## src/rtl/mem_arb_pkg.sv

```systemverilog
// Shared types for the data-memory arbiter: FSM state, access owner and counter width.
package mem_arb_pkg;

    typedef enum logic [1:0] {IDLE, ACCESS, DONE} state_t;
    typedef enum logic {OWN_CORE, OWN_DMA} owner_t;

    localparam int CNT_W = 4;

endpackage

```

## src/rtl/dmem_arbiter_rr_arb2.sv

```systemverilog
// Two-requester round-robin arbiter; req[0]/gnt[0] is the core, req[1]/gnt[1] the DMA.
module rr_arb2 (
    input  logic       clk,
    input  logic       rst_n,
    input  logic [1:0] req,
    input  logic       advance,
    output logic [1:0] gnt
);

    logic last_dma;

    // Reset to DMA-last so the core wins the first tie.
    always_ff @(posedge clk or negedge rst_n) begin
        if (!rst_n) begin
            last_dma <= 1'b1;
        end else if (advance) begin
            last_dma <= gnt[1];
        end
    end

    always_comb begin
        gnt = req;
        if (req[0] && req[1]) begin
            gnt = last_dma ? 2'b01 : 2'b10;
        end
    end

endmodule

```

## src/rtl/dmem_arbiter.sv

```systemverilog
// Shares the data memory between the Memory stage and a DMA requester, sequencing
// each access over LATENCY cycles and stalling the pipeline while the core waits.
module dmem_arbiter
    import mem_arb_pkg::*;
#(
    parameter int LATENCY = 2
) (
    input  logic        clk,
    input  logic        rst_n,
    input  logic        CoreReqM,
    input  logic        CoreWEM,
    input  logic [31:0] CoreAddrM,
    input  logic [31:0] CoreWDM,
    output logic [31:0] CoreRDM,
    output logic        StallM,
    input  logic        DmaReq,
    input  logic        DmaWE,
    input  logic [31:0] DmaAddr,
    input  logic [31:0] DmaWD,
    output logic        DmaGnt,
    output logic        DmaValid,
    output logic [31:0] DmaRD,
    output logic        MemWE,
    output logic [31:0] MemA,
    output logic [31:0] MemWD,
    input  logic [31:0] MemRD
);

    localparam logic [CNT_W-1:0] CNT_INIT = CNT_W'(LATENCY - 1);

    state_t            state, next_state;
    owner_t            owner;
    logic [CNT_W-1:0]  cnt;
    logic              lat_we;
    logic [31:0]       lat_addr, lat_wd, resp;
    logic [1:0]        gnt;
    logic              grant;
    logic              last_access;

    assign grant       = (state == IDLE) && (CoreReqM || DmaReq);
    assign last_access = (state == ACCESS) && (cnt == '0);

    rr_arb2 u_arb (
        .clk     (clk),
        .rst_n   (rst_n),
        .req     ({DmaReq, CoreReqM}),
        .advance (grant),
        .gnt     (gnt)
    );

    always_ff @(posedge clk or negedge rst_n) begin
        if (!rst_n) begin
            state <= IDLE;
        end else begin
            state <= next_state;
        end
    end

    always_comb begin
        next_state = state;
        unique case (state)
            IDLE:    if (grant) next_state = ACCESS;
            ACCESS:  if (cnt == '0) next_state = DONE;
            DONE:    next_state = IDLE;
            default: next_state = IDLE;
        endcase
    end

    always_ff @(posedge clk or negedge rst_n) begin
        if (!rst_n) begin
            cnt      <= '0;
            owner    <= OWN_CORE;
            lat_we   <= 1'b0;
            lat_addr <= '0;
            lat_wd   <= '0;
            resp     <= '0;
        end else begin
            if (grant) begin
                cnt <= CNT_INIT;
                if (gnt[1]) begin
                    owner    <= OWN_DMA;
                    lat_we   <= DmaWE;
                    lat_addr <= DmaAddr;
                    lat_wd   <= DmaWD;
                end else begin
                    owner    <= OWN_CORE;
                    lat_we   <= CoreWEM;
                    lat_addr <= CoreAddrM;
                    lat_wd   <= CoreWDM;
                end
            end else if (state == ACCESS && cnt != '0) begin
                cnt <= cnt - 1'b1;
            end
            if (last_access) begin
                resp <= MemRD;
            end
        end
    end

    always_comb begin
        MemWE    = 1'b0;
        MemA     = '0;
        MemWD    = '0;
        DmaGnt   = grant && gnt[1];
        DmaValid = (state == DONE) && (owner == OWN_DMA);
        StallM   = CoreReqM && !((state == DONE) && (owner == OWN_CORE));
        if (state == ACCESS) begin
            MemA  = lat_addr;
            MemWD = lat_wd;
            MemWE = lat_we && last_access;
        end
    end

    assign CoreRDM = resp;
    assign DmaRD   = resp;

endmodule

```

## config.mk

```make
export PLATFORM = sky130hd
export DESIGN_NAME = dmem_arbiter
export DESIGN_NICKNAME = d
export VERILOG_FILES = /design/src/rtl/mem_arb_pkg.sv /design/src/rtl/dmem_arbiter_rr_arb2.sv /design/src/rtl/dmem_arbiter.sv
export SDC_FILE = /design/constraint.sdc
export NUM_CORES = 1
export LEC_CHECK = 0
export ABC_AREA = 1
export BUFFER_PORTS_ARGS = -buffer_cell sky130_fd_sc_hd__buf_2
export CAP_MARGIN = 20
export CELL_PAD_IN_SITES_DETAIL_PLACEMENT = 0
export CELL_PAD_IN_SITES_GLOBAL_PLACEMENT = 2
export CORE_UTILIZATION = 25
export CTS_CLUSTER_DIAMETER = 120
export DETAILED_ROUTE_END_ITERATION = 10
export GPL_TIMING_DRIVEN = 0
export PLACE_DENSITY = 0.95
export SYNTH_ARGS = -nofsm -noshare
export SYNTH_HDL_FRONTEND = slang
export SYNTH_SLANG_ARGS = --single-unit
```

## constraint.sdc

```tcl
create_clock -name clk -period 2.1 [get_ports clk]
set_input_delay 0.21 -clock clk [delete_from_list [all_inputs] [get_ports clk]]
set_output_delay 0.21 -clock clk [all_outputs]
set_load 0.02 [all_outputs]
```

# Word-level counts from Yosys, hierarchy flattened
# Index checks and enable logic that the tools add are counted.
# word_totals
ff_bits	105
inputBits	166
output_inout_bits	132
# classes
add_sub_neg	1
eq_ne	4
mux	14
bitwise	1
reduce_logical	16
# ops
cell	n
$mux 32	4
$logic_and 1x1->1	9
$mux 2	4
$mux 4	2
$logic_not 4->1	1
$ne 2x2->1 const B	2
$pmux 2 s2	1
$reduce_bool 4->1	1
$sub 4x1->4 const B	1
$mux 1	3
$eq 2x1->1 const B	1
$eq 2x2->1 const B	1
$logic_not 2->1	1
$reduce_and 2->1	1
$reduce_bool 2->1	1
$logic_not 1->1	1
$logic_or 1x1->1	1
$not 1->1	1

# Logic depth before layout (Yosys ltp)
# Gate-level depths: netlist (run 1).
# logic_depth
word_depth	4
depth_mapped	8
depth_no_buf	8

# By module
# From an unflattened synthesis (run 1), not the netlist that was laid out.
# hier_totals
hier_cells	653
hier_area_um2	5499.0
# by_module_without_submodules
mod	n_inst	cells_each	area_per_inst_um2
dmem_arbiter	1	644	5435.2
rr_arb2	1	9	63.8

# Worst setup path after synthesis (run 1)
# No wires, ideal clock.
# synth_path
path_kind	reg2out
start	register cnt[0]
end	output MemWE
arrival_time_ns	1.285
t_required_ns	1.890
path_slack_ns	0.605
path_stages_with_launch	6
path_buffers	1
cell_sequence	dfrtp_1 > inv_1 > ha_1 > nand3_2 > buf_2 > nor2_1
# synth_between
elab_chain_cells	4
# synth_rtl
element	line_no	source
start, declared	dmem_arbiter.sv:33	logic [CNT_W-1:0] cnt;
start signal, assigned	dmem_arbiter.sv:92	cnt <= cnt - 1'b1;
$logic_not 4->1	dmem_arbiter.sv:41	assign last_access = (state == ACCESS) && (cnt == '0);
$logic_and 1x1->1	dmem_arbiter.sv:41	
$logic_and 1x1->1	dmem_arbiter.sv:110	MemWE = lat_we && last_access;
$mux 1	dmem_arbiter.sv:107	if (state == ACCESS) begin
end, declared	dmem_arbiter.sv:23	output logic MemWE,
# No other way between the ends.

# Worst setup path after layout (run 1)
# Ends and elaborated chain as after synthesis.

==> results of run 1 <==
-- final timing paths --
kind,endpoint,cells past startpoint
min in group asynchronous,lat_wd[7],2
setup / recovery,MemWE,6
setup reg to reg,lat_wd[19],7
hold reg to reg,u_arb.last_dma,2
hold / removal,CoreRDM[24],3
max in group asynchronous,u_arb.last_dma,3
-- kinds of logic (layout without fill, tap and decap cells) --
group / count (synthesis) / count (layout) / share of synthesized area
AND/OR/NAND/NOR: 387 / 387 / 0.266
AO/OA/AOI/OAI: 70 / 70 / 0.0775
adder cells (fa/ha/maj): 2 / 2 / 0.00449
flip-flops: 105 / 105 / 0.472
other: 0 / 2 / 0
buffers and inverters: 214 / 529 / 0.179
XOR/XNOR: 1 / 1 / 0.00157
-- flip-flops by register name (all words and copies together), names as in the netlist --
name,count
cnt,4
lat_we,1
lat_addr,32
CoreRDM,32
owner,1
lat_wd,32
u_arb.last_dma,1
state,2
-- worst max-delay path: stages (launching register included) --
cell and delay (ps):
sky130_fd_sc_hd__dfrtp_1 390, sky130_fd_sc_hd__inv_1 140, sky130_fd_sc_hd__ha_1 220, sky130_fd_sc_hd__nand3_2 160, sky130_fd_sc_hd__clkbuf_4 230, sky130_fd_sc_hd__nor2_1 100, sky130_fd_sc_hd__buf_2 180
-- metrics by stage --
step	std cells	power (mW)	cell area, µm²	setup TNS (ps)	setup slack (ps)
2_1_floorplan	779	8.50	5570	0	605
3_3_place_gp	1356	11.0	7410	-61430	-603
3_5_place_dp	1357	11.0	7440	0	440
4_1_cts	1374	12.9	7760	0	14.8
5_1_grt	1375	13.9	7770	-0.169	-0.169
6_report	1376	12.8	7770	0	110
-- cell type report --
class,count,area (µm²)
Sequential cell,105,2630
Buffer,73,474
Fill cell,2418,14000
Clock buffer,10,239
Antenna cell,2,5.00
Multi-Input combinational cell,460,1940
Inverter,141,529
Timing Repair Buffer,299,1530
Clock inverter,6,72.6
Tap cell,280,350
-- repair_timing --
action                                 in CTS  in global routing
endpoints found under the hold margin      47                  0
gates resized for setup                     0                  3
hold buffers                                1                  0
setup endpoints to repair                   0                 12
-- metal layers --
metal	global-route usage	vias to the layer above	part of all wire
met2	0.279	230	0.47
met4	0.0455	0	0.012
met3	0.0431	15	0.082
li1	-	2912	-
met5	0	-	0
met1	0.203	2625	0.44
-- layout by cell type, fill, tap and decap left out, types with 4 or more instances in the layout --
cell                        netlist  layout
sky130_fd_sc_hd__buf_2           31     324
sky130_fd_sc_hd__buf_4           41      41
sky130_fd_sc_hd__clkbuf_16        0       9
sky130_fd_sc_hd__dfrtp_1        104     104
sky130_fd_sc_hd__inv_1          138     138
sky130_fd_sc_hd__nand2_1        244     244
sky130_fd_sc_hd__nand3_1          4       4
sky130_fd_sc_hd__nor2_1         134     134
sky130_fd_sc_hd__o22ai_1         65      65
-- report_power, final --
| part | switching [mW] | total (mW) | internal [mW] | leakage, nW |
|---|---|---|---|---|
| Sequential | 0.468 | 3.51 | 3.05 | 1.28 |
| Clock | 0.858 | 1.84 | 0.980 | 0.156 |
| Combinational | 4.76 | 7.41 | 2.64 | 3.29 |
| Total | 6.09 | 12.8 | 6.67 | 4.73 |
==> summary by stage, run 1 <==
Outcome
The flow ran to the end, and the final reports show no timing, DRC or antenna violations.

Routing
The detail route stage leaves a number of antenna-violating nets equal to 0. The via count normalized by instance count is 4.20. The number of remaining DRC errors is 0. After detailed routing, the total wire length is 18900 µm. The routed layout has 5782 vias. The wire length per cell after detailed routing is 13.8 µm. The first routing iteration left 120 violations.

The first-pass detailed-route iteration total is 4.

Worst setup path
The top fanout value on the critical path is 10. The kind of critical path is reg2out. The worst reg-to-reg setup slack is 540 ps.

The data arrival time of the critical path is 1780 ps. For the worst setup path, the data required time is 1890 ps. The worst setup path is captured at an output port. The critical path launch point type is a register.

The critical path launch point is cnt[0]. In this run the critical register-to-register path is launched from u_arb.last_dma.

Timing
The final worst hold slack is 51.4 ps. Of the available clock period, the critical path in the final layout requires 0.948. For the finished layout, the period the worst path requires is 1990 ps. The transition at the pin with the smallest max-transition slack is 523 ps. The final hold violation count came to 0. The number of pins with negative max-slew slack in the final report is 0. The maximum frequency from static timing analysis is 503 MHz.

The headroom to the max-slew limit is 0.652. The clock skew after layout is 10.4 ps. Setup violations remaining at the end of the flow were counted as 0.

Pwr
Across the VDD grid, the largest voltage drop is 0.000542 V. The analysis attributes to cell leakage a power of 4.73 nW. The power density of the placed cells is 1640 nW/µm².

Global route
Across every metal layer, demand over resource in global routing totals 0.164. Global routing finished with a remaining overflow of 0. The largest net degree at the start of global routing is 59.

The first global-routing pass estimated 28900 µm of wire. The via count of the first global-routing pass came to 5593. The initial antenna violation count is 2.

Floorplanning
The width of the die is 151 µm. The floorplan has 54 rows. The I/O pin count is 298.

The core region is 21800 µm². The die boundary height is 151 µm. The effective utilization at floorplan is 0.255. The die outline area is 22900 µm².

Synthesis
In this run, synthesis inferred 0 flip-flops with an integrated enable. The average footprint of a synthesized cell is 7.15 µm². The number of distinct library cells after synthesis is 21. Among all cell types in the netlist, the one instantiated most often is sky130_fd_sc_hd__nand2_1.

The area share of the largest cell type after synthesis is 0.467. The cell count after synthesis came out at 779. The net count after synthesis is 947.

After synthesis, the share of flip-flops with an asynchronous set or reset is 1.00. The synthesized design spends more area on one cell type than any other, namely sky130_fd_sc_hd__dfrtp_1. The synthesized flop and latch total is 105. In the post-synthesis netlist, the biggest area contributors are sky130_fd_sc_hd__dfrtp_1 (47%), sky130_fd_sc_hd__nand2_1 (16%), sky130_fd_sc_hd__inv_1 (9.3%).

For this run, the number of Yosys warnings is 0. The share of synthesized area occupied by flip-flops and latches is 0.472. The most used flip-flop cell after synthesis is sky130_fd_sc_hd__dfrtp_1. The commonest cells after synthesis are sky130_fd_sc_hd__nand2_1 (244), sky130_fd_sc_hd__inv_1 (138), sky130_fd_sc_hd__nor2_1 (134).

The summed instance area of the synthesized netlist is 5570 µm².

Worst hold path
The min-delay analysis places its worst path in the category in2reg. In this run the most critical hold path is launched from MemRD[24].

Clock tree
The later pin in the worst-skew pair is clocked with a latency of 350 ps. The CTS clock-pin slew for the worst setup and hold paths is 80 ps. Counting the buffers created by CTS gives 9.

The longest clock path from root to sink contains 2 buffers. The TritonCTS clock tree is yes. The H-tree generated during clock tree synthesis spans 3 levels. The cell sitting at the root of the clock tree is a sky130_fd_sc_hd__clkbuf_16. The number of sinks driven by the clock tree is 105. The post-CTS setup buffer count is 0.

Placement
The number of buffer cells added on primary ports is 297. The weighted congestion at the end of routability-driven global placement is 0.785. The HPWL after detailed placement is 14500 µm.

Layout
The number of nets in the layout is 1257. The final core utilization is 0.356. The proportion of layout cells with a drive suffix above 1 is 0.360. Compared with the post-synthesis result, the final layout area differs by 39.6%.

Job
The number of maximum-capacitance violations is 0.
Note: power is estimated with default switching activity, not from simulation.
==> inputs of run 2 (changes only) <==
CORE_UTILIZATION = 23   (was 25)
PLACE_DENSITY = 0.89   (was 0.95)
clock period = 1.85 ns   (was 2.1 ns; I/O delays follow)
==> summary by stage, run 2 (same netlist as run 1, synthesis figures left out) <==
Worst setup path
STA classifies the critical path endpoint as an output port. The count of buffer and inverter cells on the critical path is 4 (+1). In this run the critical register-to-register path is captured at lat_wd[25].

On the critical path the largest part of the delay comes from buffers and inverters. The data arrival time of the critical path is 1580 ps (-200 ps). The launch point of the worst reg-to-reg path is u_arb.last_dma.

The critical path launch point is state[1]. The standard cell with the maximum stage delay on the critical path is sky130_fd_sc_hd__dfrtp_1. The kind of critical path is reg2out.

The maximum single-stage delay on the critical path came to 410 ps (+20 ps). STA classifies the critical path startpoint as a register. The top fanout value on the critical path is 10 (unchanged). The required time of the worst setup path is 1660 ps (-230 ps). The worst reg-to-reg setup slack is 290 ps (-250 ps).

The signal on the critical path passes through inv_2 > nand2_2 > buf_6 > buf_4 > nor2_1 > buf_2. The worst reg2reg path depth is 6 (-1).

Global route
The total routing usage reported by global routing came to 0.157 (-0.00752). The first-pass GRT wire length was 29500 µm (+2.0%). The via count of the first global-routing pass is 5460 (-2.4%). The largest net degree at the start of global routing is 58 (-1.7%). The overall overflow remaining after global route is 0 (unchanged). The initial antenna violation count is 5 (+3).

Layout
The footprint of the multi-input gates came to 2010 µm² (+3.2%). The area taken by flip-flops and latches came to 2630 µm² (unchanged). The relative area change from synthesis to final layout is 43.4%. The count of placed standard cells in the final layout, fillers left out was 1417 (+3.0%). The final core utilization is 0.338 (-0.0180). The final-layout fill cell count came to 2653 (+9.7%). The number of nets in the layout is 1260 (+0.24%).

The proportion of layout cells with a drive suffix above 1 is 0.376 (+0.0163). The top cell types in the final layout, fill and taps aside, are sky130_fd_sc_hd__buf_2 (292), sky130_fd_sc_hd__nand2_1 (243), sky130_fd_sc_hd__inv_1 (136). The library cell used most frequently in the layout, excluding fill and tap cells, is sky130_fd_sc_hd__buf_2.

Routing
The detailed-route wire length came to 19600 µm (+3.7%). The routed via count was 5839 (+0.99%). The number of remaining DRC errors was 0 (unchanged).

The number of nets still failing antenna checks after routing is 0 (unchanged). The violation count after the first detailed-routing iteration is 189 (+57%). The via count normalized by instance count is 4.12 (-1.9%). The wire length per cell after detailed routing is 13.8 µm (+0.66%). The first-pass detailed-route iteration total is 4 (unchanged).

Floorplanning
The effective utilization at floorplan is 0.236 (-0.0193). The width of the die is 158 µm (+4.2%). The die boundary height is 158 µm (+4.2%).

The die outline area came to 24800 µm² (+8.6%). The placeable core area is 23600 µm² (+8.2%). The I/O pin count was 298 (unchanged). The standard-cell row count is 56 (+3.7%).

Timing
The clock skew after layout is 6.69 ps (-3.69 ps). Setup repair after global routing could not meet its margin everywhere. The number of pins with negative max-slew slack in the final report is 0 (unchanged). The final count of negative-setup-slack endpoints is 0 (unchanged). The headroom to the max-slew limit is 0.611 (-0.0409). The share of the clock period used by the worst path after layout is 0.952.

The final hold violation count is 0 (unchanged). The final period demand of the worst path is 1760 ps. The transition at the pin with the smallest max-transition slack is 584 ps (+61.4 ps).

The final sum of negative setup slack is 0 ps (unchanged). Timing would allow up to 568 MHz.

Clock tree
The clock tree buffer depth came to 2 (unchanged). The clock latency of the later-clocked register in the worst-skew pair is 350 ps (about the same). The CTS clock-pin slew for the worst setup and hold paths came to 80 ps (about the same). The TritonCTS buffer count is 9 (unchanged). The root buffer cell chosen for the clock tree is sky130_fd_sc_hd__clkbuf_16.

The number of levels in the clock H-tree is 3 (unchanged). TritonCTS built the clock tree. The number of sinks driven by the clock tree is 105 (unchanged).

Pwr
The leakage power figure came to 4.74 nW (+0.27%). The power density of the placed cells is 1870 nW/µm² (+14%). The worst ir drop on vdd was 0.000646 V (+19%).

Worst hold path
The tightest min-delay check is of the in2reg type. In this run the most critical hold path is launched from MemRD[6]. The number of cells on the worst hold path is 3 (unchanged). The capture endpoint of the worst hold path is CoreRDM[6].

Outcome
The flow ran to the end, and the final reports show no timing, DRC or antenna violations.

Placement
The weighted congestion at the end of routability-driven global placement was 0.811 (+3.2%). The placed wire-length estimate after detailed placement is 15100 µm (+4.7%). The number of cells in the design after placement is 1396 (+2.9%). The number of buffer cells added on primary ports is 297 (unchanged).

Job
The number of maximum-capacitance violations was 0 (unchanged).
[run 2: worst min-delay path: cells and delay by family]
family	cells	cell delay (ps)
buffers and inverters	1	80
and+or+nand+nor	2	80
[run 2: how the worst max path moves through the flow]
stage / to / depth (start not counted)
after global placement: lat_wd[27] / 1
after floorplan: MemWE / 5
after CTS: MemA[18] / 6
after detailed placement: MemA[10] / 6
final: MemWD[10] / 6
after global routing: MemWE / 7
[run 2: power breakdown]
part / switching [mW] / leakage, nW / total [mW] / internal [mW]
Combinational: 5.56 / 3.32 / 8.92 / 3.36
Sequential: 0.550 / 1.28 / 4.01 / 3.46
Clock: 0.937 / 0.138 / 2.00 / 1.07
[run 2: layer usage]
metal / part of all wire / track usage / vias to the layer above
li1: - / - / 2918
met1: 0.43 / 0.192 / 2641
met2: 0.47 / 0.268 / 249
met3: 0.085 / 0.0476 / 23
met4: 0.011 / 0.0365 / 8
met5: 0.0025 / 0 / -
[run 2: cell type report]
class                   instances  area share
multi-input cells             460       0.251
inverters                     141      0.0663
clock inverters                 5     0.00815
flip-flops and latches        105       0.329
diodes                          1    0.000313
clock buffers                  11      0.0291
well taps                     319      0.0500
plain buffers                  73      0.0619
repair buffers                302       0.204
[run 2: metrics by stage]
stage	power (mW)	setup slack, ps	instance area (µm²)	hold WS [ps]
after floorplan	9.65	380	5570	-111
after global placement	12.5	-797	7450	380
after detailed placement	12.6	182	7490	167
after CTS	14.8	3.55	7860	6.24
after global routing	16.2	-15.8	7980	14.6
final	14.9	88.9	7990	24.7
[run 2: timing repair]
| action | 4_1_cts | 5_1_grt |
|---|---|---|
| buffers inserted | 2 | 0 |
| endpoints found under the setup margin | 61 | 57 |
| cloned | 0 | 1 |
| hold buffers | 1 | 0 |
| endpoints found under the hold margin | 47 | 0 |
| gates resized for setup | 17 | 45 |
